$ cat src/rtl/spike_enc_if.sv
// Intensity handshake and spike output bundle for spike_rate_encoder_3ch.
//   master : producer of intensity triples / consumer of spikes (drives in_valid, i0..i2)
//   slave  : the encoder (drives in_ready, x0..x2, busy, window_done)
interface spike_enc_if;
  logic       in_valid;
  logic       in_ready;
  logic [7:0] i0;
  logic [7:0] i1;
  logic [7:0] i2;
  logic       x0;
  logic       x1;
  logic       x2;
  logic       busy;
  logic       window_done;

  modport master (
    output in_valid, i0, i1, i2,
    input  in_ready, x0, x1, x2, busy, window_done
  );

  modport slave (
    input  in_valid, i0, i1, i2,
    output in_ready, x0, x1, x2, busy, window_done
  );
endinterface

$ cat src/rtl/spike_rate_encoder_3ch.sv
// Three-channel deterministic rate encoder. Each accepted intensity triple is
// encoded for WINDOW cycles; every cycle each channel adds its intensity to an
// 8-bit phase accumulator and the carry out is that cycle's spike, giving exactly
// floor(WINDOW*I/256) spikes per window.
// Ports:
//   clk     : clock, rising edge
//   reset_n : asynchronous active-low reset
//   bus     : spike_enc_if.slave (in_valid/in_ready handshake, i0..i2 intensities,
//             x0..x2 registered spikes, busy, window_done pulse)
// Optional feature: define SPIKE_ENC_REFRACT_EN for a one-cycle refractory period
// per channel (a carry directly after a spike is discarded, not deferred).
module spike_rate_encoder_3ch #(
  parameter int unsigned WINDOW = 100
) (
  input  logic        clk,
  input  logic        reset_n,
  spike_enc_if.slave  bus
);

  localparam int unsigned CNT_W = 16;
  localparam int unsigned NCH   = 3;
  localparam int unsigned IW    = 8;

  typedef enum logic {IDLE, ENCODE} state_e;

  state_e                      state_q, state_d;
  logic [NCH-1:0][IW-1:0]      acc_q, acc_d;
  logic [NCH-1:0][IW-1:0]      int_q, int_d;
  logic [NCH-1:0][IW:0]        sum_c;
  logic [CNT_W-1:0]            cnt_q, cnt_d;
  logic [NCH-1:0]              x_q, x_d;
  logic                        busy_q, busy_d;
  logic                        rdy_q, rdy_d;
  logic                        done_q, done_d;

  // State and datapath registers
  always_ff @(posedge clk or negedge reset_n) begin
    if (!reset_n) begin
      state_q <= IDLE;
      acc_q   <= '0;
      int_q   <= '0;
      cnt_q   <= '0;
      x_q     <= '0;
      busy_q  <= 1'b0;
      rdy_q   <= 1'b1;
      done_q  <= 1'b0;
    end else begin
      state_q <= state_d;
      acc_q   <= acc_d;
      int_q   <= int_d;
      cnt_q   <= cnt_d;
      x_q     <= x_d;
      busy_q  <= busy_d;
      rdy_q   <= rdy_d;
      done_q  <= done_d;
    end
  end

  // Next-state, accumulate step and registered-output next values
  always_comb begin
    state_d = state_q;
    acc_d   = acc_q;
    int_d   = int_q;
    cnt_d   = cnt_q;
    x_d     = '0;
    busy_d  = busy_q;
    rdy_d   = rdy_q;
    done_d  = 1'b0;
    sum_c   = '0;

    unique case (state_q)
      IDLE: begin
        busy_d = 1'b0;
        rdy_d  = 1'b1;
        if (bus.in_valid && rdy_q) begin
          int_d   = {bus.i2, bus.i1, bus.i0};
          acc_d   = '0;
          cnt_d   = '0;
          state_d = ENCODE;
          busy_d  = 1'b1;
          rdy_d   = 1'b0;
        end
      end

      ENCODE: begin
        for (int k = 0; k < NCH; k++) begin
          sum_c[k] = {1'b0, acc_q[k]} + {1'b0, int_q[k]};
          acc_d[k] = sum_c[k][IW-1:0];
`ifdef SPIKE_ENC_REFRACT_EN
          // A carry right after a spike is dropped; the phase still wraps.
          x_d[k]   = sum_c[k][IW] & ~x_q[k];
`else
          x_d[k]   = sum_c[k][IW];
`endif
        end
        cnt_d = cnt_q + CNT_W'(1);
        if (cnt_d == CNT_W'(WINDOW)) begin
          state_d = IDLE;
          done_d  = 1'b1;
          busy_d  = 1'b0;
          rdy_d   = 1'b1;
        end
      end

      default: begin
        state_d = IDLE;
      end
    endcase
  end

  assign bus.in_ready    = rdy_q;
  assign bus.busy        = busy_q;
  assign bus.window_done = done_q;
  assign bus.x0          = x_q[0];
  assign bus.x1          = x_q[1];
  assign bus.x2          = x_q[2];

endmodule

$ cat src/flat_wrapper.sv
// flat-port wrapper written by rule: the top's interface ports become plain ports
module spike_rate_encoder_3ch_flat 
#(
  parameter int unsigned WINDOW = 100
)
  (clk, reset_n, bus_in_valid, bus_i0, bus_i1, bus_i2, bus_in_ready, bus_x0, bus_x1, bus_x2, bus_busy, bus_window_done);
  spike_enc_if bus_i ();
  input  logic clk;
  input  logic reset_n;
  input wire logic [$bits(bus_i.in_valid)-1:0] bus_in_valid;
  input wire logic [$bits(bus_i.i0)-1:0] bus_i0;
  input wire logic [$bits(bus_i.i1)-1:0] bus_i1;
  input wire logic [$bits(bus_i.i2)-1:0] bus_i2;
  output wire logic [$bits(bus_i.in_ready)-1:0] bus_in_ready;
  output wire logic [$bits(bus_i.x0)-1:0] bus_x0;
  output wire logic [$bits(bus_i.x1)-1:0] bus_x1;
  output wire logic [$bits(bus_i.x2)-1:0] bus_x2;
  output wire logic [$bits(bus_i.busy)-1:0] bus_busy;
  output wire logic [$bits(bus_i.window_done)-1:0] bus_window_done;
  assign bus_i.in_valid = bus_in_valid;
  assign bus_i.i0 = bus_i0;
  assign bus_i.i1 = bus_i1;
  assign bus_i.i2 = bus_i2;
  assign bus_in_ready = bus_i.in_ready;
  assign bus_x0 = bus_i.x0;
  assign bus_x1 = bus_i.x1;
  assign bus_x2 = bus_i.x2;
  assign bus_busy = bus_i.busy;
  assign bus_window_done = bus_i.window_done;
  spike_rate_encoder_3ch #(.WINDOW(WINDOW)) u_core (.clk(clk), .reset_n(reset_n), .bus(bus_i));
endmodule
$ cat config.mk
export PLATFORM = sky130hd
export DESIGN_NAME = spike_rate_encoder_3ch_flat
export DESIGN_NICKNAME = d
export VERILOG_FILES = /design/src/rtl/spike_enc_if.sv /design/src/rtl/spike_rate_encoder_3ch.sv /design/src/flat_wrapper.sv
export SDC_FILE = /design/constraint.sdc
export NUM_CORES = 1
export LEC_CHECK = 0
export ABC_AREA = 1
export ABC_CLOCK_PERIOD_IN_PS = 1710
export BUFFER_PORTS_ARGS = -buffer_cell sky130_fd_sc_hd__buf_2
export CAP_MARGIN = 20
export CORE_MARGIN = 2
export CORE_UTILIZATION = 54
export DETAILED_ROUTE_END_ITERATION = 6
export GPL_ROUTABILITY_DRIVEN = 0
export PLACE_DENSITY = 0.77
export SETUP_SLACK_MARGIN = 0.5
export SLEW_MARGIN = 0
export SYNTH_ARGS = -nofsm -noshare
export SYNTH_HDL_FRONTEND = slang
export SYNTH_SLANG_ARGS = --single-unit
$ cat constraint.sdc
create_clock -name clk -period 1.71 [get_ports clk]
set_clock_uncertainty 0.15 [all_clocks]
set_input_delay 0.2565 -clock clk [delete_from_list [all_inputs] [get_ports clk]]
set_output_delay 0.2565 -clock clk [all_outputs]
set_load 0.02 [all_outputs]
==> results.sh <==
export IMPL_cap_violations=0
export IMPL_final_common_cell="dfrtp_1"
export IMPL_hold_depth=2
export IMPL_die_y_um=89.54
export IMPL_min_from="bus_i0[0]"
export IMPL_vias=4683
export IMPL_hpwl_um=5755
export IMPL_drcViolationCount=1
export IMPL_slew_headroom=0.7394
export IMPL_cp_end_kind="flip-flop"
export IMPL_hp_class="primary input to flip-flop"
export IMPL_ant_nets=0
export IMPL_synthCells=449
export IMPL_worstPathCellList="ha_2 > inv_2 > fa_2 > inv_2 > nand3_2 > nand2_2 > nand2_2 > nand2_2 > a21oi_2 > o21ai_1 > o21ai_2"
export IMPL_path_clk_slew_ps=90
export IMPL_insertion_delay_ps=370
export IMPL_met3_length_um=2097
export IMPL_synth_top_cell_area_share=0.4433
export IMPL_grt_ovfl_total=0
export IMPL_wl_per_cell_um=26.56
export IMPL_viasPerCell=6.690
export IMPL_die_area_sq_um=8017
export IMPL_tightestPinTransition_ps=390.9
export IMPL_post_place_cells=597
export IMPL_rsz0062_at_grt="true"
export IMPL_setup_ws_ps=-418.6
export IMPL_ff2ff_path_depth=11
export IMPL_worstSetupPathType="flip-flop to flip-flop"
export IMPL_yosysTopAreaCell="dfrtp_1"
export IMPL_holdPathEnd="u_core.int_q[0]"
export IMPL_syn_cell_area_sq_um=3951
export IMPL_io_pins=33
export IMPL_met2RoutedLength_um=8616
export IMPL_status="finished with violations"
export IMPL_r2r_end="u_core.acc_q[14]"
export IMPL_grt_max_degree=72
export IMPL_ys_seq_elements=71
export IMPL_p_leak_nw=2.997
export IMPL_grt_pass1_vias=4187
export IMPL_setup_violations=22
export IMPL_layout_drive_gt1_share=0.5175
export IMPL_critPathMostFrequentCell="nand2_2"
export IMPL_start_util=0.5507
export IMPL_cts_sinks=71
export IMPL_crit_arrival_ps=2230
export IMPL_powerDensity_nw_per_um2=2111
export IMPL_violations="design-rule violations, negative hold slack, negative setup slack"
export IMPL_port_buffers=32
export IMPL_crit_slowest_cell="fa_2"
export IMPL_final_cells=700
export IMPL_hold_violations=1
export IMPL_dr_pass1_iters=7
export IMPL_antenna_cells=0
export IMPL_topRoutingLayerUsed="met4"
export IMPL_cts_tree="yes"
export IMPL_syn_avg_cell_area_sq_um=8.800
export IMPL_ys_seq_area_frac=0.4500
export IMPL_cp_slowest_stage_delay_ps=420
export IMPL_cts_path_max_buffers=2
export IMPL_synth_cell_type_count=33
export IMPL_initialDrtViolationCount=656
export IMPL_cts_buffers=9
export IMPL_grt_first_pass_wirelength_um=20130
export IMPL_coreArea_sq_um=7176
export IMPL_fin_crit_sh=1.245
export IMPL_syn2layout_area_growth_pct=63.65
export IMPL_r2r_slack_ps=-420
export IMPL_grt_usage=0.3386
export IMPL_final_util=0.9011
export IMPL_start_kind="flip-flop"
export IMPL_antenna_found_initial=0
export IMPL_final_max_slew_viol_count=0
export IMPL_final_nets=652
export IMPL_final_cell_mix="dfrtp_1 (66), nand2_1 (64), buf_4 (47), inv_1 (35), buf_6 (33)"
export IMPL_crit_fanout=2
export IMPL_max_freq_ghz=0.4698
export IMPL_wl_met1_um=6189
export IMPL_whs_ps=-12.91
export IMPL_synthesis_nets=504
export IMPL_htreeDepth=3
export IMPL_vdd_drop_max_mv=1.359
export IMPL_worst_ep_required_time_ps=1810
export IMPL_ys_warn_count=0
export IMPL_synth_area_top_cells="dfrtp_1 (44%), nand2_1 (9.3%), ha_1 (7.9%)"
export IMPL_die_width_um=89.54
export IMPL_reg2reg_from="u_core.acc_q[8]"
export IMPL_root_buffer="clkbuf_8"
export IMPL_rows=31
export IMPL_layout_min_cycle_time_ps=2129
export IMPL_routed_wl_um=18590
## flip-flops by register name, indices dropped and copies added (netlist names)
name,count
u_core.bus.in_ready,1
u_core.bus.busy,1
u_core.state_q,1
u_core.int_q,24
u_core.acc_q,24
u_core.cnt_q,16
u_core.bus.window_done,1
u_core.x_q,3
## per-layer routing
metal	global-route usage	vias to the layer above
li1	-	1819
met3	0.06371	184
met1	0.3862	2215
met4	0.2035	0
met2	0.5856	465
met5	0	-
## per-stage QoR
step	setup TNS, ps	setup slack, ps	total power [W]	instance area (sq um)	hold WS (ps)
finish	-4428	-418.6	0.01365	6466	-12.91
global route	-5465	-422.1	0.01404	6466	-17.50
CTS	-498.3	-107.6	0.01070	5748	1.581
detailed placement	-441.6	-122.7	0.007778	4539	161.3
global placement	-159.1	-38.31	0.007549	4539	158.4
floorplan	-20.26	-17.35	0.006479	4118	-189.1
## critical path, delay by kind of cell, from the launching register on
| kind | cells | cell delay [ps] |
|---|---|---|
| simple gates | 4 | 370 |
| compound gates | 3 | 360 |
| fa+ha+maj | 2 | 630 |
| buf+inv | 2 | 120 |
| flops | 1 | 380 |
## cells in the mapped netlist, drive strengths merged
| cell | n |
|---|---|
| nand2 | 106 |
| dfrtp | 70 |
| inv | 48 |
| nor2 | 31 |
| o21ai | 31 |
| a21oi | 30 |
| nand3 | 29 |
| ha | 25 |
| mux2 | 22 |
| nand4 | 11 |
| o22ai | 9 |
| clkbuf | 7 |
| a22o | 5 |
| and2 | 3 |
| fa | 3 |
| o21a | 3 |
| xor2 | 3 |
| a22oi | 2 |
| a32o | 2 |
| buf | 2 |
| clkinv | 1 |
| dfstp | 1 |
| nand3b | 1 |
| nor3 | 1 |
| o21bai | 1 |
| o31ai | 1 |
| xnor2 | 1 |
## area by class of cell
type	instances	area, sq um
multi-input combinational	323	2735
sequential	71	1783
timing repair buffer	142	1375
fill	248	709.4
inverter	49	221.5
clock buffer	11	141.4
tap	99	123.9
clock inverter	4	70.07
timing repair inverter	1	16.27
## where the power goes
| part | total, W | internal, W | switching [W] |
|---|---|---|---|
| clock | 0.00158 | 0.000851 | 0.000729 |
| sequential | 0.00339 | 0.00249 | 0.000904 |
| combinational | 0.00868 | 0.00399 | 0.00468 |
| total | 0.0136 | 0.00733 | 0.00632 |
## how the worst max path moves through the flow
| stage | from | to | slack [ps] | depth (start not counted) |
|---|---|---|---|---|
| 2_1_floorplan | u_core.int_q[16] | u_core.acc_q[22] | -20 | 9 |
| 3_3_place_gp | u_core.int_q[16] | u_core.acc_q[22] | -40 | 9 |
| 3_5_place_dp | u_core.int_q[16] | u_core.acc_q[22] | -120 | 9 |
| 4_1_cts | u_core.int_q[8] | u_core.acc_q[14] | -110 | 11 |
| 5_1_grt | u_core.cnt_q[3] | u_core.bus.busy | -420 | 12 |
| 6_report | u_core.acc_q[8] | u_core.acc_q[14] | -420 | 11 |
## cell families after synthesis
| logic type | after synthesis | share of synthesized area |
|---|---|---|
| simple gates | 182 | 0.2074 |
| compound gates | 84 | 0.1210 |
| flops | 71 | 0.4500 |
| buf+inv | 58 | 0.05573 |
| fa+ha+maj | 28 | 0.09436 |
| mux | 22 | 0.06270 |
| xor+xnor | 4 | 0.008868 |
## what timing repair did
item                                    in CTS  in global routing
hold endpoints to repair                    89                  1
gates cloned                                 5                  1
endpoints found under the setup margin      77                 77
pin swaps                                   61                 63
setup buffers                               28                 33
gates resized for setup                    131                 94
hold buffers                                20                  1
No activity file was read; power rests on OpenSTA's default activity.
